File: config.mk
export PLATFORM = sky130hd
export DESIGN_NAME = stream_byte_source
export DESIGN_NICKNAME = d
export VERILOG_FILES = /design/src/rtl/stream_byte_source.sv
export SDC_FILE = /design/constraint.sdc
export NUM_CORES = 1
export LEC_CHECK = 0
export ABC_AREA = 1
export CAP_MARGIN = 10
export CORE_ASPECT_RATIO = 0.5
export CORE_MARGIN = 4
export CORE_UTILIZATION = 35
export CTS_BUF_LIST = sky130_fd_sc_hd__clkbuf_8
export DETAILED_ROUTE_END_ITERATION = 8
export GPL_ROUTABILITY_DRIVEN = 0
export GPL_TIMING_DRIVEN = 0
export HOLD_SLACK_MARGIN = 0.1
export SYNTH_ARGS = -nofsm -noshare
export SYNTH_HDL_FRONTEND = slang
export SYNTH_SLANG_ARGS = --single-unit
File: constraint.sdc
create_clock -name clk -period 1.7 [get_ports clk]
set_clock_uncertainty 0.1 [all_clocks]
set_input_delay 0.34 -clock clk [delete_from_list [all_inputs] [get_ports clk]]
set_output_delay 0.34 -clock clk [all_outputs]
set_load 0.005 [all_outputs]
File: src/rtl/stream_byte_source.sv
// stream_byte_source: serializes words from a word-side ready/valid port onto a byte
// ready/valid stream, LSB byte first, honouring backpressure.
//
// Ports:
//   clk, rst            single clock, synchronous active-high reset
//   word_valid/ready    word-side handshake; word_ready is combinational
//   word_data           word to send, byte 0 in bits [7:0]
//   word_nbytes         bytes to send (0 or > BYTES_PER_WORD means a full word)
//   stream_out_valid    byte valid
//   stream_out_ready    byte ready from the sink
//   stream_out_data     current byte
//   stream_out_last     high with the final byte of a word
//   byte_count          free-running count of byte handshakes (wraps)
//   busy                high while a word is held
module stream_byte_source #(
    parameter int unsigned BYTES_PER_WORD = 4,
    parameter int unsigned COUNT_WIDTH    = 16
) (
    input  logic                          clk,
    input  logic                          rst,
    input  logic                          word_valid,
    output logic                          word_ready,
    input  logic [8*BYTES_PER_WORD-1:0]   word_data,
    input  logic [$clog2(BYTES_PER_WORD):0] word_nbytes,
    output logic                          stream_out_valid,
    input  logic                          stream_out_ready,
    output logic [7:0]                    stream_out_data,
    output logic                          stream_out_last,
    output logic [COUNT_WIDTH-1:0]        byte_count,
    output logic                          busy
);

    localparam int unsigned NB_W  = $clog2(BYTES_PER_WORD) + 1;
    localparam int unsigned IDX_W = $clog2(BYTES_PER_WORD);

    typedef enum logic {StIdle, StSend} state_e;

    state_e                           state_q, state_d;
    logic [BYTES_PER_WORD-1:0][7:0]   word_q, word_d;
    logic [IDX_W-1:0]                 idx_q, idx_d;
    // Index of the final byte of the held word, stored instead of the count.
    logic [IDX_W-1:0]                 last_idx_q, last_idx_d;
    logic [COUNT_WIDTH-1:0]           count_q, count_d;

    logic             byte_hs;
    logic             last_hs;
    logic             word_hs;
    logic [IDX_W-1:0] new_last_idx;

    // Zero and oversize byte counts both mean a full word.
    always_comb begin
        if (word_nbytes == '0 || word_nbytes > NB_W'(BYTES_PER_WORD)) begin
            new_last_idx = IDX_W'(BYTES_PER_WORD - 1);
        end else begin
            new_last_idx = IDX_W'(word_nbytes - NB_W'(1));
        end
    end

    always_comb begin
        busy             = (state_q == StSend);
        stream_out_valid = busy;
        stream_out_data  = busy ? word_q[idx_q] : 8'h00;
        stream_out_last  = busy && (idx_q == last_idx_q);
        byte_hs          = stream_out_valid && stream_out_ready;
        last_hs          = byte_hs && stream_out_last;
        // Accepting on the last byte handshake lets words stream without a bubble.
        word_ready       = !busy || last_hs;
        word_hs          = word_valid && word_ready;
        byte_count       = count_q;
    end

    always_comb begin
        state_d    = state_q;
        word_d     = word_q;
        idx_d      = idx_q;
        last_idx_d = last_idx_q;
        count_d    = count_q;

        if (byte_hs) begin
            count_d = count_q + COUNT_WIDTH'(1);
        end

        unique case (state_q)
            StIdle: begin
                if (word_hs) begin
                    word_d     = word_data;
                    last_idx_d = new_last_idx;
                    idx_d      = '0;
                    state_d    = StSend;
                end
            end
            StSend: begin
                if (last_hs) begin
                    if (word_hs) begin
                        word_d     = word_data;
                        last_idx_d = new_last_idx;
                        idx_d      = '0;
                    end else begin
                        state_d = StIdle;
                    end
                end else if (byte_hs) begin
                    idx_d = idx_q + IDX_W'(1);
                end
            end
            default: state_d = StIdle;
        endcase
    end

    always_ff @(posedge clk) begin
        if (rst) begin
            state_q    <= StIdle;
            word_q     <= '0;
            idx_q      <= '0;
            last_idx_q <= '0;
            count_q    <= '0;
        end else begin
            state_q    <= state_d;
            word_q     <= word_d;
            idx_q      <= idx_d;
            last_idx_q <= last_idx_d;
            count_q    <= count_d;
        end
    end

endmodule

==> impl_results.md <==
- Internal Power: 2.10 mW
- Hold-fix buffers, CTS: 0
- Final HPWL DP: 5250 um
- Fill cells: 637
- Run status: complete, but fails checks
- Post-route DRC: 0
- Cell count after synthesis: 378
- Power share of the combinational group: 23.1%
- Max Cap Viol: 0
- NetSw: 0.775 mW
- DR iter-0 viols: 151
- Syn. warnings: 0
- GRT overflow: 0
- Die width: 128 um
- Type of origin of the critical path: register
- CTS tree: done
- Core Region: 6860 um^2
- Vias per inst: 4.91
- Vias post-DR: 2800
- Largest net degree at the start of global routing: 16
- Maximum vdd drop: 0.000318 V
- Clk pwr share: 29.4%
- Lkg Pwr: 1.60 nW
- Fmax: 541 MHz
- CTS Buffer Depth: 2
- Cell area after synthesis: 2540 um^2
- Clock Latency Late Sink: 0.31 ns
- Worst Hold Class: reg2reg
- Sequential share of the synthesized area: 41.8%
- Data required, critical path: 1.26 ns
- Reg area: 1090 um^2
- Fraction of registers with async set or reset after synthesis: 0%
- Row Count: 21
- Number of global-route vias before repair: 2561
- Number of nets still failing antenna checks after routing: 0
- Htree depth: 2
- CTS Buf Count: 5
- PortBufs: 66
- Syn_area_per_cell: 6.71 um^2
- WP data arrival: 1.41 ns
- Final period util: 109%
- First drt pass iteration count: 4
- Slew Limit Headroom: 60.2%
- Antenna cells: 0
- IO Pins: 67
- Effective utilization at floorplan: 37.0%
- Post-Route WL: 7780 um
- RSZ-0062 raised after global routing: true
- Worst slew pin tran: 0.597 ns
- Fin worst setup slack: -0.148 ns
- Final Critical Period: 1.85 ns
- Cell area after layout: 3960 um^2
- Worst slack, placed: -0.668 ns
- Clk root buf: clkbuf_8
- Nets: 519
- Switching share of total power: 27.0%
- Crit end category: primary output
- Die area: 8760 um^2
- Final Max Slew Viols: 0
- Initial antenna violation count: 0
- Area growth syn-to-layout: 56.0%
- Setup Crit Path Kind: reg2out
- CTS Sinks: 53
- Crit path max fanout: 6
- Post-synth EDFFs: 0
- P per Cell Area: 726 nW/um^2
- Placed Area: 3310 um^2
- Clock slew at reported path FFs: 0.09 ns
- Multi-input logic area: 1380 um^2
- First-pass GRT wire length: 11800 um
- Final hold viol count: 0
- Most used DFF post-synth: dfxtp_1
- Failing checks: negative setup slack
- WL/cell: 13.7 um
- Number of synthesized register bits: 53
- Final setup vio count: 14
- Die Height: 68.2 um
- Share of cells above drive strength 1: 24.5%
- Tot GR Track Use: 17.0%
- Seq pwr share: 47.5%
- Library cells used by synthesis: 29
- Post-synth net total: 419
-- worst max-delay path: stages (launching register included) --
cell and delay, ns:
dfxtp_2 0.35, buf_8 0.14, buf_8 0.12, nor2_1 0.05
nor2_1 0.07, o21ai_1 0.06, a21oi_1 0.16, buf_2 0.14
-- area by class of cell --
class	count	area share [%]
multi-input cells	278	34.7
flip-flops and latches	53	27.6
repair buffers	92	23.8
plain buffers	18	5.00
inverters	30	3.35
well taps	92	2.91
clock buffers	5	1.74
clock inverters	2	0.885
-- through the flow --
stage               total power, mW  std cells  TNS (ns)  hold WS (ns)  utilization [%]
floorplan                      1.64        378         0         0.349                -
global placement               1.86        536    -11.38         0.360             48.3
detailed placement             1.86        536    -13.67         0.367             48.3
CTS                            2.77        559     -1.36         0.374             52.7
global route                   3.01        570     -4.66         0.410             57.7
finish                         2.87        570     -1.35         0.380             57.7
-- power groups by stage --
stage	clock network (mW)	logic, mW	registers (mW)
after global placement	0	0.469	1.39
final	0.844	0.665	1.36
after CTS	0.864	0.541	1.36
after floorplan	0	0.266	1.38
after global routing	0.913	0.724	1.37
after detailed placement	0	0.475	1.39
-- cell usage after synthesis, types with 2 or more instances --
master,number,area share (%)
nor3b_1,2,0.59
nor2_1,118,17
o21ai_1,30,5.9
nand3_1,9,1.8
ha_1,2,0.99
inv_1,26,3.8
xor2_1,2,0.69
a21oi_1,23,4.5
nor3_1,6,1.2
nand4_1,4,0.99
o21ai_0,29,5.7
buf_4,5,1.5
clkbuf_1,8,1.2
inv_2,3,0.44
dfxtp_1,53,42
nand2_1,42,6.2
buf_6,3,1.3
nor2_2,2,0.49
-- routing by layer --
layer  up-vias  track usage (%)  wire, um  part of all wire, %
met1      1299             20.9      3570                   46
met2        71             29.7      3710                   48
met4         0             5.82        73                 0.94
met3         8             3.98       433                  5.6
met5         -                0         0                    0
li1       1422                -         -                    -
-- sequential cells by signal, summed over array words and instances (netlist names) --
register / cells
busy: 1
byte_count: 16
idx_q: 2
last_idx_q: 2
word_q: 32
-- cell families (layout without fill, tap and decap cells) --
| kind of cell | Yosys count | in the layout | share of synthesized area, % |
|---|---|---|---|
| and+or+nand+nor | 188 | 189 | 30.5 |
| AOI/OAI and AO/OA | 84 | 84 | 16.7 |
| DFF | 53 | 53 | 41.8 |
| buffers and inverters | 48 | 147 | 8.97 |
| xor gates and xnor gates | 3 | 3 | 1.04 |
| adders and majority gates | 2 | 2 | 0.986 |
-- worst paths after layout --
| check | startpoint | to | slack, ns | cells after the start |
|---|---|---|---|---|
| max | idx_q[0]$_SDFFE_PP0P_ | stream_out_data[0] | -0.15 | 7 |
| min | byte_count[3]$_SDFFE_PP0P_ | byte_count[3]$_SDFFE_PP0P_ | 0.38 | 1 |
| max reg2reg | idx_q[1]$_SDFFE_PP0P_ | word_q[13]$_SDFFE_PP0P_ | -0.02 | 11 |
| min reg2reg | byte_count[3]$_SDFFE_PP0P_ | byte_count[3]$_SDFFE_PP0P_ | 0.38 | 1 |
-- cells in the final DEF, fill, tap and decap left out, types with 3 or more instances in the layout --
cell type	n
o21ai_0	13
o21ai_2	7
clkbuf_16	6
nand3_1	8
buf_8	8
dfxtp_1	35
buf_4	16
nand2_1	40
dfxtp_4	3
clkbuf_8	5
o21ai_1	39
buf_6	5
buf_2	10
inv_2	4
a21oi_1	22
nand4_1	4
dfxtp_2	15
nor2_1	100
clkbuf_1	5
nor2_2	20
inv_1	24
clkdlybuf4s50_1	53
nor3_1	6
-- timing repair --
| action | in CTS | in global routing |
|---|---|---|
| hold endpoints to repair | 0 | 0 |
| gates resized for setup | 94 | 59 |
| pin swaps | 19 | 11 |
| gates cloned | 1 | 6 |
| setup buffers | 15 | 5 |
| setup endpoints to repair | 20 | 63 |
No activity file was read; power rests on OpenSTA's default activity.
